File: src/rtl/ex_muldiv_ctrl.sv
// ex_muldiv_ctrl: iterative multiply/divide sequencer that owns HI/LO and stalls the pipeline while busy
module ex_muldiv_ctrl #(
    parameter int DATA_W = 32
) (
    input  logic              clk_i,
    input  logic              rst_n_i,
    input  logic              valid_i,
    input  logic [3:0]        op_i,
    input  logic [DATA_W-1:0] src_a_i,
    input  logic [DATA_W-1:0] src_b_i,
    input  logic              flush_i,
    output logic              stall_o,
    output logic              busy_o,
    output logic [DATA_W-1:0] hi_o,
    output logic [DATA_W-1:0] lo_o,
    output logic [DATA_W-1:0] mf_data_o
);
    localparam int CW = $clog2(DATA_W);

    typedef enum logic [1:0] {IDLE, MUL, DIV} state_t;

    state_t              state, state_n;
    logic [CW-1:0]       cnt;
    logic [2*DATA_W-1:0] wk, wk_n, prod;
    logic [DATA_W-1:0]   b_q, hi, lo, abs_a, abs_b;
    logic [DATA_W:0]     sum, shifted, diff;
    logic                neg_q, neg_r, accept, busy, last, sgn, sa, sb;

    // wk holds {partial product, multiplier} for MUL and {remainder, dividend/quotient} for DIV
    always_comb begin
        busy    = state != IDLE;
        last    = busy && cnt == CW'(DATA_W-1);
        accept  = state == IDLE && valid_i && !flush_i && op_i >= 4'd1 && op_i <= 4'd4;
        sgn     = op_i == 4'd1 || op_i == 4'd3;
        sa      = sgn & src_a_i[DATA_W-1];
        sb      = sgn & src_b_i[DATA_W-1];
        abs_a   = sa ? -src_a_i : src_a_i;
        abs_b   = sb ? -src_b_i : src_b_i;
        sum     = {1'b0, wk[2*DATA_W-1:DATA_W]} + (wk[0] ? {1'b0, b_q} : '0);
        shifted = {wk[2*DATA_W-1:DATA_W], wk[DATA_W-1]};
        diff    = shifted - {1'b0, b_q};
        wk_n    = state == MUL ? {sum, wk[DATA_W-1:1]}
                               : {diff[DATA_W] ? shifted[DATA_W-1:0] : diff[DATA_W-1:0], wk[DATA_W-2:0], ~diff[DATA_W]};
        prod    = neg_q ? -wk_n : wk_n;
        state_n = flush_i ? IDLE : accept ? (op_i <= 4'd2 ? MUL : DIV) : last ? IDLE : state;
        stall_o = !flush_i && (accept || (busy && !last));
        busy_o  = busy;
        hi_o    = hi;
        lo_o    = lo;
        mf_data_o = op_i == 4'd5 ? hi : op_i == 4'd6 ? lo : '0;
    end

    always_ff @(posedge clk_i or negedge rst_n_i) begin
        if (!rst_n_i) begin
            state <= IDLE;
            cnt   <= '0;
            wk    <= '0;
            b_q   <= '0;
            hi    <= '0;
            lo    <= '0;
            neg_q <= 1'b0;
            neg_r <= 1'b0;
        end else begin
            state <= state_n;
            if (flush_i) begin
                cnt <= '0;
            end else if (accept) begin
                cnt   <= '0;
                wk    <= {{DATA_W{1'b0}}, abs_a};
                b_q   <= abs_b;
                neg_q <= sa ^ sb;
                neg_r <= sa;
            end else if (busy) begin
                cnt <= cnt + CW'(1);
                wk  <= wk_n;
                if (last) begin
                    hi <= state == MUL ? prod[2*DATA_W-1:DATA_W]
                                       : (neg_r ? -wk_n[2*DATA_W-1:DATA_W] : wk_n[2*DATA_W-1:DATA_W]);
                    lo <= state == MUL ? prod[DATA_W-1:0]
                                       : (neg_q ? -wk_n[DATA_W-1:0] : wk_n[DATA_W-1:0]);
                end
            end else if (valid_i && op_i == 4'd7) begin
                hi <= src_a_i;
            end else if (valid_i && op_i == 4'd8) begin
                lo <= src_a_i;
            end
        end
    end
endmodule

File: config.mk
export PLATFORM = sky130hd
export DESIGN_NAME = ex_muldiv_ctrl
export DESIGN_NICKNAME = d
export VERILOG_FILES = /design/src/rtl/ex_muldiv_ctrl.sv
export SDC_FILE = /design/constraint.sdc
export NUM_CORES = 1
export LEC_CHECK = 0
export CAP_MARGIN = 20
export CELL_PAD_IN_SITES_DETAIL_PLACEMENT = 0
export CELL_PAD_IN_SITES_GLOBAL_PLACEMENT = 1
export CORE_UTILIZATION = 40
export CTS_CLUSTER_SIZE = 14
export DETAILED_ROUTE_END_ITERATION = 7
export GPL_ROUTABILITY_DRIVEN = 0
export PLACE_DENSITY = 0.75
export SKIP_CTS_REPAIR_TIMING = 1
export SLEW_MARGIN = 20
export SYNTH_ARGS = -nofsm -noshare
export SYNTH_HDL_FRONTEND = slang
export SYNTH_SLANG_ARGS = --single-unit
File: constraint.sdc
create_clock -name clk_i -period 14 [get_ports clk_i]
set_input_delay 2.8 -clock clk_i [delete_from_list [all_inputs] [get_ports clk_i]]
set_output_delay 2.8 -clock clk_i [all_outputs]
set_load 0.01 [all_outputs]
==> summary.md <==
| Metric | Value |
|---|---|
| Die Area | `slightly above 0.04 mm^2` |
| Slew headroom | `20.1%` |
| I/O pins | `170` |
| Post-DP HPWL | `approximately 49 mm` |
| Crit path DAT | `about 5.5 ns` |
| Clk Latency, worst-skew pair | `0.47 ns` |
| DR WL met3 | `approximately 5.9 mm` |
| Crit-path leading delay family | `buffers and inverters` |
| Max layer used | `met5` |
| Final setup skew | `~0.014 ns` |
| DR iter-0 viols | `1632` |
| Setup violators final | `0` |
| Num CTS Buffers | `17` |
| Inst Count DP | `around 2.7k` |
| Post-layout instance area | `approximately 0.019 mm^2` |
| Fin util | `47.3%` |
| Seq cells post-synth | `169` |
| CP Class | `primary input to output port` |
| Critical path's most frequent cell | `clkdlybuf4s50_1` |
| Mean Syn Cell Area | `roughly 7.6 um^2` |
| Die width | `202 um` |
| PD cells | `roughly 220 mW/mm^2` |
| VDD IR max | `0.123 mV` |
| Placed Area | `0.0181 mm^2` |
| Async S/R FF share, synth | `100%` |
| MaxCap Viol Count | `0` |
| Crit-path max FO | `between 100 and 150` |
| Fin crit share | `approximately three fifths` |
| Internal power | `roughly 1.9 mW` |
| Most common cell after layout, fill and taps aside | `nand2_1` |
| Most frequent cells in the layout | `nand2_1 (312), o21ai_0 (231), dfrtp_1 (169), clkdlybuf4s50_1 (168), nor2_1 (166)` |
| Largest net degree at the start of global routing | `approximately 100` |
| Leakage power | `8.04 nW` |
| Vias in the first global route | `15.4k` |
| DR vias/cell | `between 6 and 7` |
| Worst Tran Pin Value | `around 1.2 ns` |
| Post-synth EDFFs | `0` |
| Gr usage total | `30.5%` |
| Hold WC Path Type | `flip-flop to flip-flop` |
| CP cell instances | `clkdlybuf4s50_1 -> nor2_1 -> xor2_1 -> or4_2 -> buf_4 -> a21oi_1 -> clkdlybuf4s50_1` |
| Fmax | `about 120 MHz` |
| H-tree Lvls | `4` |
| Met2 wire len | `between 20 and 30 mm` |
| RSZ-0062 raised after global routing | `false` |
| Clock tree from TritonCTS | `yes` |
| Vias post-DR | `between 15k and 20k` |
| Worst Path Required | `11.20 ns` |
| Post-Syn Instances | `2126` |
| CTS root buffer | `clkbuf_16` |
| Fin. Hold Viols | `0` |
| Layout Nets | `2354` |
| Die Ht | `between 200 and 250 um` |
| Syn nets | `between 2k and 2.5k` |
| CP Capture Type | `output port` |
| Clock share of power | `12.6%` |
| GR Overflow Total | `0` |
| Comb pwr share | `about 66%` |
| Initial core utilization | `40.5%` |
| Register share of total power | `about a fifth` |
| Sw Share | `53.0%` |
| Synth warnings | `0` |
| Setup TNS | `0 ns` |
| Routed len/inst | `22.7 um` |
| # rows | `73` |
| Initial antenna violation count | `1` |
| WP buf/inv | `3` |
| Outcome | `finished, final reports clean` |
| Core ar. | `0.0396 mm^2` |
| Post-Layout Cell Count | `between 2k and 3k` |
| Input/output buffers | `approximately 170` |
| Clock slew at reported path FFs | `~0.07 ns` |
| # diodes | `0` |
| Largest stage delay, worst path | `0.62 ns` |
| Layout cells sized above 1 | `approximately 5.4%` |
| Final hold slack | `0.504 ns` |
| Slowest-stage cell, CP | `or4_2` |
| Global-route wire length before repair | `roughly 95 mm` |
| Reg-to-reg slack, setup | `around 6.9 ns` |
| Startpoint Class | `primary input` |
| Final min period | `a little over 8 ns` |
| # DRC | `0` |
| Net Switching | `2.15 mW` |
| Synth unique cells | `between 90 and 100` |
| Slew Viols, Final | `0` |
| Clock Path Buffers | `2` |
| Drt first pass iters | `6` |
| Clock sink count | `169` |
| Area Growth Syn to Fin | `16.6%` |
| M1 wire length | `about 30 mm` |
| WL final | `~62 mm` |
| Seq/Total Area, Yosys | `approximately a quarter` |
| Synthesized cell area | `0.0161 mm^2` |
| Commonest register cell after synthesis | `dfrtp_1` |
| Antenna viol nets, final | `0` |
per-layer routing:
metal | up-vias | GRT usage [%]
met5 | - | 0
li1 | 7892 | -
met4 | 2 | 6.55
met3 | 70 | 8.48
met1 | 7977 | 44.3
met2 | 662 | 44.4
metrics by stage:
| stage | setup WS [ns] | total power [mW] |
|---|---|---|
| final | 5.70 | 4.05 |
| after global routing | 5.54 | 4.33 |
| after CTS | 5.68 | 4.01 |
| after detailed placement | 5.69 | 3.49 |
| after global placement | 5.67 | 3.46 |
| after floorplan | 7.03 | 2.64 |
worst paths after layout:
path / start / end / cells past startpoint
min reg2reg: b_q[2] / b_q[2] / 2
max in group asynchronous: rst_n_i / b_q[12] / 3
min in group asynchronous: rst_n_i / lo_o[3] / 1
max: op_i[0] / stall_o / 7
max reg2reg: wk[31] / hi_o[22] / 23
min: b_q[2] / b_q[2] / 2
flip-flops by register name, indices dropped and copies added (netlist names):
name   count
neg_q      1
b_q       32
neg_r      1
wk        64
state      2
cnt        5
hi_o      32
lo_o      32
cell type report:
cell class / instances / area (um^2)
tap: 525 / 657
multi-input combinational: 1770 / 11100
clock inverter: 14 / 180
sequential: 169 / 4230
fill: 4081 / 20900
clock buffer: 18 / 439
timing repair buffer: 190 / 1850
inverter: 62 / 233
Yosys cell counts (5+ instances only):
library cell	n	area, um^2
nand2_1	314	1180
o21ai_0	231	1160
dfrtp_1	169	4230
nor2_1	168	631
a21oi_1	160	801
clkbuf_1	90	338
xnor2_1	78	683
ha_1	70	876
xor2_1	69	604
inv_1	60	225
and2_1	54	338
nor3_1	53	265
a22o_1	48	420
mux2i_1	46	460
nand3_1	44	220
a31oi_1	29	181
o31ai_1	27	203
a211oi_1	23	173
o211ai_1	22	165
or3_1	22	138
a21o_1	21	158
nor4_1	20	125
mux2_2	16	180
nand4_1	16	100
buf_1	15	56.3
buf_2	15	75.1
o21a_1	15	113
or4_1	14	105
or2_2	13	81.3
and3_1	12	75.1
nand2b_1	12	75.1
nor2b_1	10	62.6
nor3b_1	9	67.6
o41ai_1	9	78.8
nand3b_1	8	60.1
o2111ai_1	7	61.3
o221ai_1	7	61.3
a2111oi_0	6	52.6
a41oi_1	6	52.6
nand4b_1	6	52.6
a221oi_1	5	43.8
o21bai_1	5	37.5
o22ai_1	5	31.3
power groups by stage:
stage	clock, mW	sequential, mW	combinational (mW)
floorplan	0	0.786	1.85
global placement	0	0.854	2.60
detailed placement	0	0.858	2.63
CTS	0.516	0.849	2.64
global route	0.534	0.877	2.92
finish	0.509	0.856	2.69
logic make-up (layout without fill, tap and decap cells):
kind of cell    after synthesis  after routing  share of synthesized area, %
simple gates                804            804                          24.0
compound gates              685            685                          27.2
buf+inv                     187            284                          4.74
flops                       169            169                          26.3
xor+xnor                    147            147                          8.02
fa+ha+maj                    72             72                          5.70
mux                          62             62                          3.99
worst min-delay path, stage by stage, from the launching register on:
cell	delay, ns
dfrtp_1	0.36
nand2_1	0.05
o21ai_0	0.06
No activity file was read; power rests on OpenSTA's default activity.
